==> src/rtl/ir_fetch_buffer.sv <==
// Instruction fetch buffer: DEPTH-entry FIFO of fetched words with MIPS field decode of the head.
// Optional macro IR_PC_TRACK_EN adds per-entry PC storage (in_pc / out_pc).
module ir_fetch_buffer #(
   parameter  int DEPTH = 2,
   localparam int CNT_W = $clog2(DEPTH + 1)
) (
   input  logic             clk,
   input  logic             reset,
   input  logic             flush,
   input  logic             in_valid,
   output logic             in_ready,
   input  logic [31:0]      read_data,
   output logic             out_valid,
   input  logic             out_ready,
   output logic [31:0]      instruction_word,
   output logic [5:0]       instruction_opcode,
   output logic [4:0]       rs,
   output logic [4:0]       rt,
   output logic [4:0]       rd,
   output logic [4:0]       shamt,
   output logic [15:0]      alu_immediate,
   output logic [5:0]       func_code,
`ifdef IR_PC_TRACK_EN
   input  logic [31:0]      in_pc,
   output logic [31:0]      out_pc,
`endif
   output logic [CNT_W-1:0] count
);

   localparam int PTR_W = (DEPTH > 1) ? $clog2(DEPTH) : 1;

   logic [CNT_W-1:0] count_q, count_d;
   logic [PTR_W-1:0] wr_ptr_q, wr_ptr_d;
   logic [PTR_W-1:0] rd_ptr_q, rd_ptr_d;
   logic [31:0]      word_mem_q [DEPTH];
   logic [31:0]      head_word;
   logic             push, pop;

   function automatic logic [PTR_W-1:0] ptr_next(input logic [PTR_W-1:0] p);
      return (p == PTR_W'(DEPTH - 1)) ? '0 : p + 1'b1;
   endfunction

   // Handshake decisions use registered occupancy only; flush discards both sides.
   assign in_ready  = (count_q < CNT_W'(DEPTH));
   assign out_valid = (count_q != '0);
   assign push      = in_valid && in_ready && !flush;
   assign pop       = out_valid && out_ready && !flush;

   always_comb begin
      count_d  = count_q;
      wr_ptr_d = wr_ptr_q;
      rd_ptr_d = rd_ptr_q;
      if (flush) begin
         count_d  = '0;
         wr_ptr_d = '0;
         rd_ptr_d = '0;
      end else begin
         if (push) wr_ptr_d = ptr_next(wr_ptr_q);
         if (pop)  rd_ptr_d = ptr_next(rd_ptr_q);
         case ({push, pop})
            2'b10:   count_d = count_q + 1'b1;
            2'b01:   count_d = count_q - 1'b1;
            default: count_d = count_q;
         endcase
      end
   end

   always_ff @(posedge clk) begin
      if (reset) begin
         count_q  <= '0;
         wr_ptr_q <= '0;
         rd_ptr_q <= '0;
      end else begin
         count_q  <= count_d;
         wr_ptr_q <= wr_ptr_d;
         rd_ptr_q <= rd_ptr_d;
      end
   end

   // Storage is data only and carries no reset.
   always_ff @(posedge clk) begin
      if (push && !reset) word_mem_q[wr_ptr_q] <= read_data;
   end

   assign head_word          = out_valid ? word_mem_q[rd_ptr_q] : '0;
   assign instruction_word   = head_word;
   assign instruction_opcode = head_word[31:26];
   assign rs                 = head_word[25:21];
   assign rt                 = head_word[20:16];
   assign rd                 = head_word[15:11];
   assign shamt              = head_word[10:6];
   assign alu_immediate      = head_word[15:0];
   assign func_code          = head_word[5:0];
   assign count              = count_q;

`ifdef IR_PC_TRACK_EN
   logic [31:0] pc_mem_q [DEPTH];

   always_ff @(posedge clk) begin
      if (push && !reset) pc_mem_q[wr_ptr_q] <= in_pc;
   end

   assign out_pc = out_valid ? pc_mem_q[rd_ptr_q] : '0;
`endif

endmodule

==> config.mk <==
export PLATFORM = sky130hd
export DESIGN_NAME = ir_fetch_buffer
export DESIGN_NICKNAME = d
export VERILOG_FILES = /design/src/rtl/ir_fetch_buffer.sv
export SDC_FILE = /design/constraint.sdc
export NUM_CORES = 1
export LEC_CHECK = 0
export ABC_AREA = 1
export BUFFER_PORTS_ARGS = -buffer_cell sky130_fd_sc_hd__buf_2
export CORE_AREA = 5 5 121 123
export CTS_CLUSTER_DIAMETER = 80
export DETAILED_ROUTE_END_ITERATION = 16
export DIE_AREA = 0 0 126 128
export GPL_TIMING_DRIVEN = 0
export PLACE_DENSITY = 0.42
export SYNTH_ARGS = -nofsm -noshare
export SYNTH_HDL_FRONTEND = slang
export SYNTH_SLANG_ARGS = --single-unit
export TNS_END_PERCENT = 10
==> constraint.sdc <==
create_clock -name clk -period 4.3 [get_ports clk]
set_input_delay 0.86 -clock clk [delete_from_list [all_inputs] [get_ports clk]]
set_output_delay 0.86 -clock clk [all_outputs]
set_load 0.01 [all_outputs]
==> qor.yml, run 1 <==
cts_buffer_depth: 2
cts_tree: "done"
seq_area_mm2: 0.00202
whs_path_depth: 2
die_width_um: 126
vias_per_cell: 3.82
cpPeakStageDelay_ps: 320
hold_violations: 0
grt.total_usage_pct: 9.04
root_buffer: "clkbuf_16"
synth_fp_nets: 296
synth_area_leader_cell: "edfxtp_1"
crit_arrival_ps: 1590
crit_top_cell: "buf_2"
slew_violations: 0
synth_xor_area_share_pct: 0.290
grt_pass1_wl_mm: 11.2
worst-slew-pin-transition_ps: 543
start_util_pct: 22.3
syn_area_per_cell_um2: 11.7
final_cell_mix: "125 x buf_2, 70 x nand2_1, 64 x edfxtp_1"
cp-end-kind: "output port"
syn_to_final_growth_pct: 39.9
layout_commonest_cell: "buf_2"
cts.htree.levels: 3
critPathSlowestCell: "dfxtp_1"
synth_top_area_share_pct: 63.6
ant_nets: 0
first_pass_iters: 4
wl_per_cell_um: 12.5
ys_seq_elements: 69
cts_buffers: 9
p_per_area_mw_per_mm2: 385
fin_crit_ps: 2450
required_ps: 3440
p_leak_nw: 1.97
fill_cells: 1423
fmaxAchievable_ghz: 0.408
fin_util_pct: 31.2
synth_area_mm2: 0.00302
ys.warnings.count: 0
rrSetupSlack_ps: 2480
nets: 433
whs_ps: 501
ys_top_cells_by_area: "edfxtp_1 64%, buf_4 13%, nand2_1 8.7%"
regToRegEndpoint: "word_mem_q[1][25]"
synth_cells: 258
drt_wl_total_mm: 7.24
status: "completed"
synthMuxAreaShare_pct: 0
gp_congestion: 0.692
antennaDiodeCount: 0
synth_top_family_by_area: "buffers and inverters"
die_area_mm2: 0.0161
antenna_found_initial: 1
period_share_pct: 56.9
coreArea_mm2: 0.0136
drt_iter0_markers: 65
dp_hpwl_mm: 5.43
cts-hold-fix-buffers: 0
maxCapViolations: 0
worstSkewPairLatency_ps: 320
synth_fa_ha_area_share_pct: 0.414
multi_input_area_um2: 552
top_level_ports: 121
crit_end: "instruction_word[6]"
peakVddDrop_mv: 0.136
max_slew_margin_pct: 63.6
cts_sinks: 69
grt_overflow_total: 0
vias: 2216
critPathKind: "flip-flop to output port"
drive_above_1_share_pct: 50.7
crit_path_cell_trace: "buf_6 -> buf_2 -> nand2_1 -> a21oi_1 -> buf_4 -> buf_2"
drc: 0
cts.clk_slew.worst_paths_ps: 50
rr_startpoint: "count[1]"
finalSetupViolCount: 0
synth_compound_area_share_pct: 5.84
hold_path.class: "flip-flop to flip-flop"
rsz0062_at_grt: "no"
ys_seq_area_share_pct: 66.9
startpoint_type: "flip-flop"
dieHeight_um: 128
postCtsSetupBuffers: 0
worstRegToRegCells: 5
cp_max_fo: 10
io_buffers: 120
synth_cell_type_count: 21
rows: 43
grt_pass1_vias: 2183
grt_max_degree: 12
cts_resized: 0
finClkSkew_ps: 3.76
yosys.area_share.simple_pct: 11.4
critical path, delay by kind of cell, from the launching register on:
family | cells | cell delay, ps
and+or+nand+nor | 1 | 80
DFF | 1 | 320
AOI/OAI and AO/OA | 1 | 240
buffers and inverters | 4 | 630
layer usage:
metal	track usage (%)	share of wire (%)
met2	15.0	48
met1	10.7	43
met5	0	0.097
met3	3.38	7.8
met4	3.60	1.2
final cells by class:
class                   instances  share of cell area (%)
clock buffers                  10                    5.42
multi-input cells             123                    13.1
well taps                     180                    5.33
plain buffers                  58                    10.1
inverters                       8                   0.740
repair buffers                126                    15.7
clock inverters                 6                    1.83
flip-flops and latches         69                    47.8
synthesized netlist by cell type (all sizes together):
| master | instances |
|---|---|
| o21ai | 1 |
| clkbuf | 1 |
| nand2 | 70 |
| a21oi | 33 |
| nand3 | 2 |
| a31oi | 1 |
| buf | 57 |
| nand4 | 1 |
| inv | 7 |
| nor3 | 3 |
| ha | 1 |
| edfxtp | 64 |
| xor2 | 1 |
| clkinv | 1 |
| dfxtp | 5 |
| nor2 | 10 |
metrics by stage:
step / total power [mW] / instance area [µm²] / std cells / setup slack (ps) / setup TNS [ps]
4_1_cts: 1.66 / 4230 / 580 / 1740 / 0
3_5_place_dp: 0.881 / 3920 / 564 / 1870 / 0
5_1_grt: 1.71 / 4230 / 580 / 1620 / 0
3_3_place_gp: 0.876 / 3850 / 558 / -1220 / -77770
2_1_floorplan: 0.823 / 3020 / 258 / 599 / 0
6_report: 1.63 / 4230 / 580 / 1850 / 0
sequential cells by signal (all words and copies together), names as in the netlist, named ones only:
name and cells:
count 2, rd_ptr_q 1, word_mem_q 64, wr_ptr_q 1
logic make-up after synthesis:
logic type	count (synthesis)
and+or+nand+nor	86
DFF	69
buffers and inverters	66
AOI/OAI and AO/OA	35
xor gates and xnor gates	1
adders and majority gates	1
power breakdown:
part           internal, mW  total [mW]  switching, mW
sequential            0.747       0.750        0.00355
clock                 0.501       0.763          0.262
combinational        0.0528       0.113         0.0599
total                  1.30        1.63          0.325
worst min path at each step:
stage	startpoint	end	slack (ps)
finish	rd_ptr_q	flip-flop	500
global route	rd_ptr_q	rd_ptr_q	570
CTS	rd_ptr_q	flip-flop	510
detailed placement	rd_ptr_q	flip-flop	500
global placement	rd_ptr_q	rd_ptr_q	480
floorplan	rd_ptr_q	flip-flop	460
No activity file was read; power rests on OpenSTA's default activity.
==> inputs of run 2 (changes only) <==
PLACE_DENSITY = 0.43   (was 0.42)
clock period = 2.1 ns   (was 4.3 ns; I/O delays follow)
==> run 2 against run 1 <==
  * Non-clock buffer count down 2
  * Via count down 2.1%
  * Sequential power up 110%
  * Register-to-register slack worse by 2100 ps
  * Clock power up 93%
  * First-iteration DRC count up 15%
  * Sequential cell count unchanged
  * Total power up 100%
  * Clock-buffer cell count down 1
  * Sequential share of layout area down 1.0 points
  * Core utilization up 0.72 points
  * Critical path depth down 1
  * Critical endpoint is now func_code[2]
==> qor.yml, run 2 (synthesis results as in run 1) <==
status: "completed"
start_util_pct: 22.3  # unchanged
cts.clk_slew.worst_paths_ps: 60  # about the same
cts_buffer_depth: 2  # unchanged
cts_tree: "done"
grt_pass1_vias: 2055  # -5.9%
largest_register_ffs: 64  # unchanged
ant_nets: 0  # unchanged
period_share_pct: 93.4
peakVddDrop_mv: 0.283  # +110%
placed_cells: 562  # -0.35%
fin_util_pct: 31.9  # +0.72 points
switchingPower_mw: 0.694  # +110%
drt_iter0_markers: 75  # +15%
syn_to_final_growth_pct: 43.1
wl_per_cell_um: 12.4  # -0.69%
slew_violations: 0  # unchanged
finClkSkew_ps: 4.66  # +0.898 ps
startpoint_type: "flip-flop"
drt_wl_total_mm: 7.17  # -1.0%
maxUsedRoutingLayer: "met5"
fin_crit_ps: 1960
whs_path_depth: 1  # -1
p_int_mw: 2.55  # +96%
drive_above_1_share_pct: 56.0  # +5.3 points
final_cell_mix: "120 x buf_2, 70 x nand2_1, 64 x edfxtp_1"
rrSetupSlack_ps: 380  # -2100 ps
worst-slew-pin-transition_ps: 711  # +169 ps
p_per_area_mw_per_mm2: 751  # +95%
die_area_mm2: 0.0161  # unchanged
hold_violations: 0  # unchanged
first_pass_iters: 4  # unchanged
place_ws_ps: 142  # -1720 ps
coreArea_mm2: 0.0136  # unchanged
postCtsSetupBuffers: 0  # unchanged
cts.htree.levels: 3  # unchanged
finalSetupViolCount: 0  # unchanged
vias: 2170  # -2.1%
post_dp_cell_area_mm2: 0.00396  # +0.86%
dieHeight_um: 128  # unchanged
p_leak_nw: 1.97  # about the same
pwr-share-seq_pct: 47.3  # +1.2 points
grt.total_usage_pct: 8.90  # -0.14 points
root_buffer: "clkbuf_16"
cts-hold-fix-buffers: 0  # unchanged
drc: 0  # unchanged
pwr-share-comb_pct: 7.5  # +0.6 points
cts_buffers: 9  # unchanged
die_width_um: 126  # unchanged
worstRegToRegCells: 4  # -1
grt_overflow_total: 0  # unchanged
p_sw_share_pct: 21.4  # +1.4 points
cp-end-kind: "output port"
design_area_mm2: 0.00433  # +2.3%
hold_path.class: "input pin to flip-flop"
grt_max_degree: 15  # +3
rr_startpoint: "count[1]"
layout_commonest_cell: "buf_2"
cts_sinks: 69  # unchanged
crit_arrival_ps: 1540  # -50 ps
antennaDiodeCount: 0  # unchanged
cpLargestDelayFamily: "buffers and inverters"
path_buf_inv: 3  # -1
rsz0062_at_grt: "no"
wl_met2_mm: 3.56  # +2.3%
cp_max_fo: 10  # unchanged
gp_congestion: 0.711  # +2.7%
power_mw: 3.25  # +100%
crit_path_cell_trace: "nor2_4 -> clkbuf_4 -> a21oi_1 -> buf_4 -> buf_2"
required_ps: 1680  # -1760 ps
regToRegEndpoint: "word_mem_q[1][2]"
maxCapViolations: 0  # unchanged
fin_cells: 578  # -0.34%
nets: 431  # -0.46%
top_register: "word_mem_q"
dp_hpwl_mm: 5.23  # -3.9%
critPathSlowestCell: "dfxtp_2"
fmaxAchievable_ghz: 0.510
layout_setup_ws_ps: 138  # -1710 ps
rows: 43  # unchanged
met1_length_mm: 2.95  # -5.0%
top_level_ports: 121  # unchanged
cpPeakStageDelay_ps: 350  # +30 ps
p_clk_share_pct: 45.2  # -1.7 points
antenna_found_initial: 1  # unchanged
critPathKind: "flip-flop to output port"
route.met3.wl_um: 540  # -4.9%
io_buffers: 120  # unchanged
worstSkewPairLatency_ps: 320  # about the same
vias_per_cell: 3.75  # -1.7%
min_from: "read_data[20]"
max_slew_margin_pct: 52.4  # -11 points
hold_path_end: "word_mem_q[0][20]"
grt_pass1_wl_mm: 10.8  # -3.3%
cts_resized: 2  # +2
==> run 2: changes by cell type in the layout (fill, tap and decap cells not counted), moves of 4 or more <==
cell      previous run  this run
a21oi_1             33        16
a21oi_2              0        17
buf_2              125       120
buf_6                6         1
clkbuf_4             1         5
==> run 2: worst max path at each step <==
stage	startpoint	end	slack (ps)	cells past startpoint
global placement	flush	word_mem_q[1][2]	-1340	4
CTS	flip-flop	rd[3]	6	6
floorplan	count[1]	word_mem_q[0][0]	-250	3
global route	flip-flop	instruction_word[29]	4	7
detailed placement	flush	word_mem_q[0][6]	140	5
finish	count[1]	func_code[2]	140	5
==> run 2: routing by layer <==
metal | GRT usage (%) | vias to the layer above
li1 | - | 1096
met1 | 10.3 | 989
met2 | 14.6 | 71
met3 | 3.29 | 12
met4 | 4.16 | 2
met5 | 0 | -
==> run 2: power groups by stage <==
stage                     Sequential, mW  Clock (mW)  Combinational (mW)
after global routing                1.54        1.60               0.271
final                               1.54        1.47               0.245
after global placement              1.57           0               0.228
after floorplan                     1.57           0               0.121
after detailed placement            1.56           0               0.243
after CTS                           1.54        1.53               0.244
==> run 2: layout make-up <==
| cell class | instances | area (µm²) |
|---|---|---|
| flip-flops and latches | 69 | 2020 |
| multi-input cells | 123 | 628 |
| clock inverters | 7 | 66.3 |
| repair buffers | 124 | 686 |
| inverters | 8 | 31.3 |
| plain buffers | 58 | 439 |
| well taps | 180 | 225 |
| clock buffers | 9 | 225 |
| fillers | 1403 | 9230 |
==> run 2: worst register-to-register path: cells and delay by family, from the launching register on <==
| kind | cells | cell delay, ps |
|---|---|---|
| buffers and inverters | 2 | 330 |
| flip-flops | 1 | 350 |
| AND/OR/NAND/NOR | 2 | 740 |
==> run 2: through the flow <==
stage / TNS [ps] / hold slack, ps
floorplan: -15740 / 465
global placement: -85480 / 483
detailed placement: 0 / 493
CTS: 0 / 258
global route: 0 / 260
finish: 0 / 281
==> inputs of run 3 (changes only) <==
ABC_AREA = unset   (was 1)
==> run 3 against run 2 <==
  * Sequential power about the same
  * Clock-buffer cell count unchanged
  * Wire length is 7.5% lower
  * Sequential cell count stayed put
  * Final area is 0.61% lower
  * Total power grew 6.8%
  * Combinational power down 3%
  * Final cell count shrank 8.3%
  * Via count down 9.4%
  * Clock power up 15%
  * Maximum frequency fell by 2.0%
==> qor.yml, run 3 <==
antenna_found_initial: 0  # -1
cts_sinks: 69  # unchanged
syn_area_per_cell_um2: 14.3  # +22%
synth.most_common_cell: "edfxtp_1"
layout_commonest_cell: "buf_2"
ys_seq_elements: 69  # unchanged
max_slew_margin_pct: 52.5  # +0.10 points
worstRegToRegCells: 5  # +1
ant_nets: 0  # unchanged
vias: 1965  # -9.4%
drt_iter0_markers: 42  # -44%
power_mw: 3.47  # +6.8%
p_sw_share_pct: 19.4  # -2.0 points
cts.clk_slew.worst_paths_ps: 60  # about the same
cp_max_fo: 10  # unchanged
synth_cell_type_count: 19  # -9.5%
worstSkewPairLatency_ps: 320  # about the same
peakVddDrop_mv: 0.419  # +48%
io_buffers: 120  # unchanged
vias_per_cell: 3.71  # -1.2%
finalSetupViolCount: 0  # unchanged
switchingPower_mw: 0.673  # -3.1%
final_cell_mix: "120 x buf_2, 64 x edfxtp_1, 48 x buf_4"
cts_buffer_depth: 2  # unchanged
synth_fp_nets: 248  # -16%
rrSetupSlack_ps: 380  # about the same
p_leak_nw: 1.87  # -5.4%
nets: 383  # -11%
worst-slew-pin-transition_ps: 707  # -4.55 ps
die_width_um: 126  # unchanged
critPathKind: "flip-flop to output port"
synth_area_mm2: 0.00299  # -0.91%
cts_buffers: 9  # unchanged
cts_tree: "done"
fin_cells: 530  # -8.3%
synth_ff_type: "edfxtp_1"
async_flop_share_pct: 0  # unchanged
placed_cells: 514  # -8.5%
antennaDiodeCount: 0  # unchanged
start_util_pct: 22.1  # -0.20 points
ys_seq_area_share_pct: 67.5  # +0.62 points
ys.warnings.count: 0  # unchanged
hold_violations: 0  # unchanged
pwr-share-comb_pct: 6.8  # -0.7 points
synth.cells.most_frequent: "64 x edfxtp_1, 48 x buf_4, 34 x nor2_1"
period_share_pct: 95.3  # +1.9 points
rows: 43  # unchanged
grt_overflow_total: 0  # unchanged
fin_crit_ps: 2000  # +40.2 ps
finClkSkew_ps: 7.10  # +2.44 ps
synth_cells: 210  # -19%
gp_congestion: 0.673  # -5.3%
min_from: "read_data[28]"
pwr-share-seq_pct: 44.3  # -3.0 points
die_area_mm2: 0.0161  # unchanged
whs_path_depth: 1  # unchanged
root_buffer: "clkbuf_16"
dieHeight_um: 128  # unchanged
ys_top_cells_by_area: "edfxtp_1 64%, buf_4 12%, mux2i_1 11%"
crit_arrival_ps: 1580  # +40 ps
cp-end-kind: "output port"
top_register: "word_mem_q"
fill_cells: 1402  # -0.071%
rsz0062_at_grt: "yes"
required_ps: 1680  # about the same
fmaxAchievable_ghz: 0.500  # -2.0%
hold_path_end: "word_mem_q[1][28]"
grt_pass1_vias: 1962  # -4.5%
p_per_area_mw_per_mm2: 807  # +7.5%
coreArea_mm2: 0.0136  # unchanged
cts.htree.levels: 3  # unchanged
top_level_ports: 121  # unchanged
maxCapViolations: 0  # unchanged
drt_wl_total_mm: 6.63  # -7.5%
first_pass_iters: 6  # +2
rr_startpoint: "count[1]"
p_int_mw: 2.80  # +9.5%
wl_per_cell_um: 12.5  # +0.87%
synth_area_leader_cell: "edfxtp_1"
grt.total_usage_pct: 8.19  # -0.71 points
slew_violations: 0  # unchanged
drive_above_1_share_pct: 58.0  # +2.0 points
largest_register_ffs: 64  # unchanged
status: "completed"
p_clk_share_pct: 48.8  # +3.6 points
grt_pass1_wl_mm: 10.2  # -5.6%
syn_to_final_growth_pct: 43.6
drc: 0  # unchanged
hold_path.class: "input pin to flip-flop"
startpoint_type: "flip-flop"
synth_edf_count: 64  # unchanged
regToRegEndpoint: "count[1]"
grt_max_degree: 14  # -1
synth_top_area_share_pct: 64.2  # +0.58 points
dp_hpwl_mm: 4.98  # -4.8%
run 3: worst max-delay path by stage:
stage / startpoint / to / slack [ps] / cells past startpoint
floorplan: flush / word_mem_q[1][0] / -50 / 2
CTS: flip-flop / instruction_word[5] / 7 / 6
detailed placement: count[1] / instruction_word[5] / -270 / 5
finish: flip-flop / rd[0] / 100 / 6
global route: flip-flop / instruction_word[7] / -4 / 6
global placement: flush / word_mem_q[1][10] / -990 / 3
run 3: per-layer routing:
metal / GRT usage (%) / routed length, µm
met5: 0 / 0
met4: 3.22 / 95
met3: 3.25 / 509
met2: 13.3 / 3260
met1: 9.77 / 2770
run 3: cell type report:
| type | count | area, µm² | share of cell area (%) |
|---|---|---|---|
| clock buffers | 9 | 225 | 5.24 |
| clock inverters | 7 | 114 | 2.65 |
| plain buffers | 55 | 428 | 9.95 |
| multi-input cells | 84 | 627 | 14.6 |
| flip-flops and latches | 69 | 2030 | 47.1 |
| inverters | 2 | 7.51 | 0.175 |
| well taps | 180 | 225 | 5.24 |
| repair buffers | 124 | 646 | 15.0 |
run 3: timing repair:
action / CTS / global route
hold buffers: 0 / 0
gates resized for setup: 17 / 5
endpoints found under the setup margin: 78 / 35
setup buffers: 0 / 0
run 3: per-stage QoR:
| step | area, µm² | TNS, ps | worst slack [ps] | util [%] | hold slack (ps) |
|---|---|---|---|---|---|
| after floorplan | 3030 | -1450 | -45.2 | - | 493 |
| after global routing | 4300 | -3.76 | -3.61 | 31.7 | 261 |
| after CTS | 4290 | 0 | 7.22 | 31.6 | 266 |
| final | 4300 | 0 | 98.2 | 31.7 | 279 |
| after global placement | 3860 | -69400 | -987 | 28.5 | 534 |
| after detailed placement | 3900 | -10020 | -272 | 28.8 | 555 |
run 3: cells by family (layout without fill, tap and decap cells):
family	Yosys count	count (layout)	synth area share, %
AOI/OAI and AO/OA	3	3	0.585
and+or+nand+nor	44	44	6.27
adders and majority gates	1	1	0.418
muxes	32	32	10.7
DFF	69	69	67.5
buffers and inverters	57	197	13.3
xor gates and xnor gates	4	4	1.17
run 3: power groups by stage:
stage                     registers, mW  clock network [mW]  logic (mW)
final                              1.54                1.69       0.237
after global routing               1.54                1.82       0.264
after floorplan                    1.57                   0       0.123
after detailed placement           1.57                   0       0.239
after CTS                          1.54                1.75       0.245
after global placement             1.57                   0       0.231
run 3: worst max-delay path, cell delays in order (launching register included):
cell and delay [ps]:
dfxtp_1 300, clkbuf_4 190, buf_6 190, mux2i_1 230
nor2_2 80, buf_4 130, buf_2 130
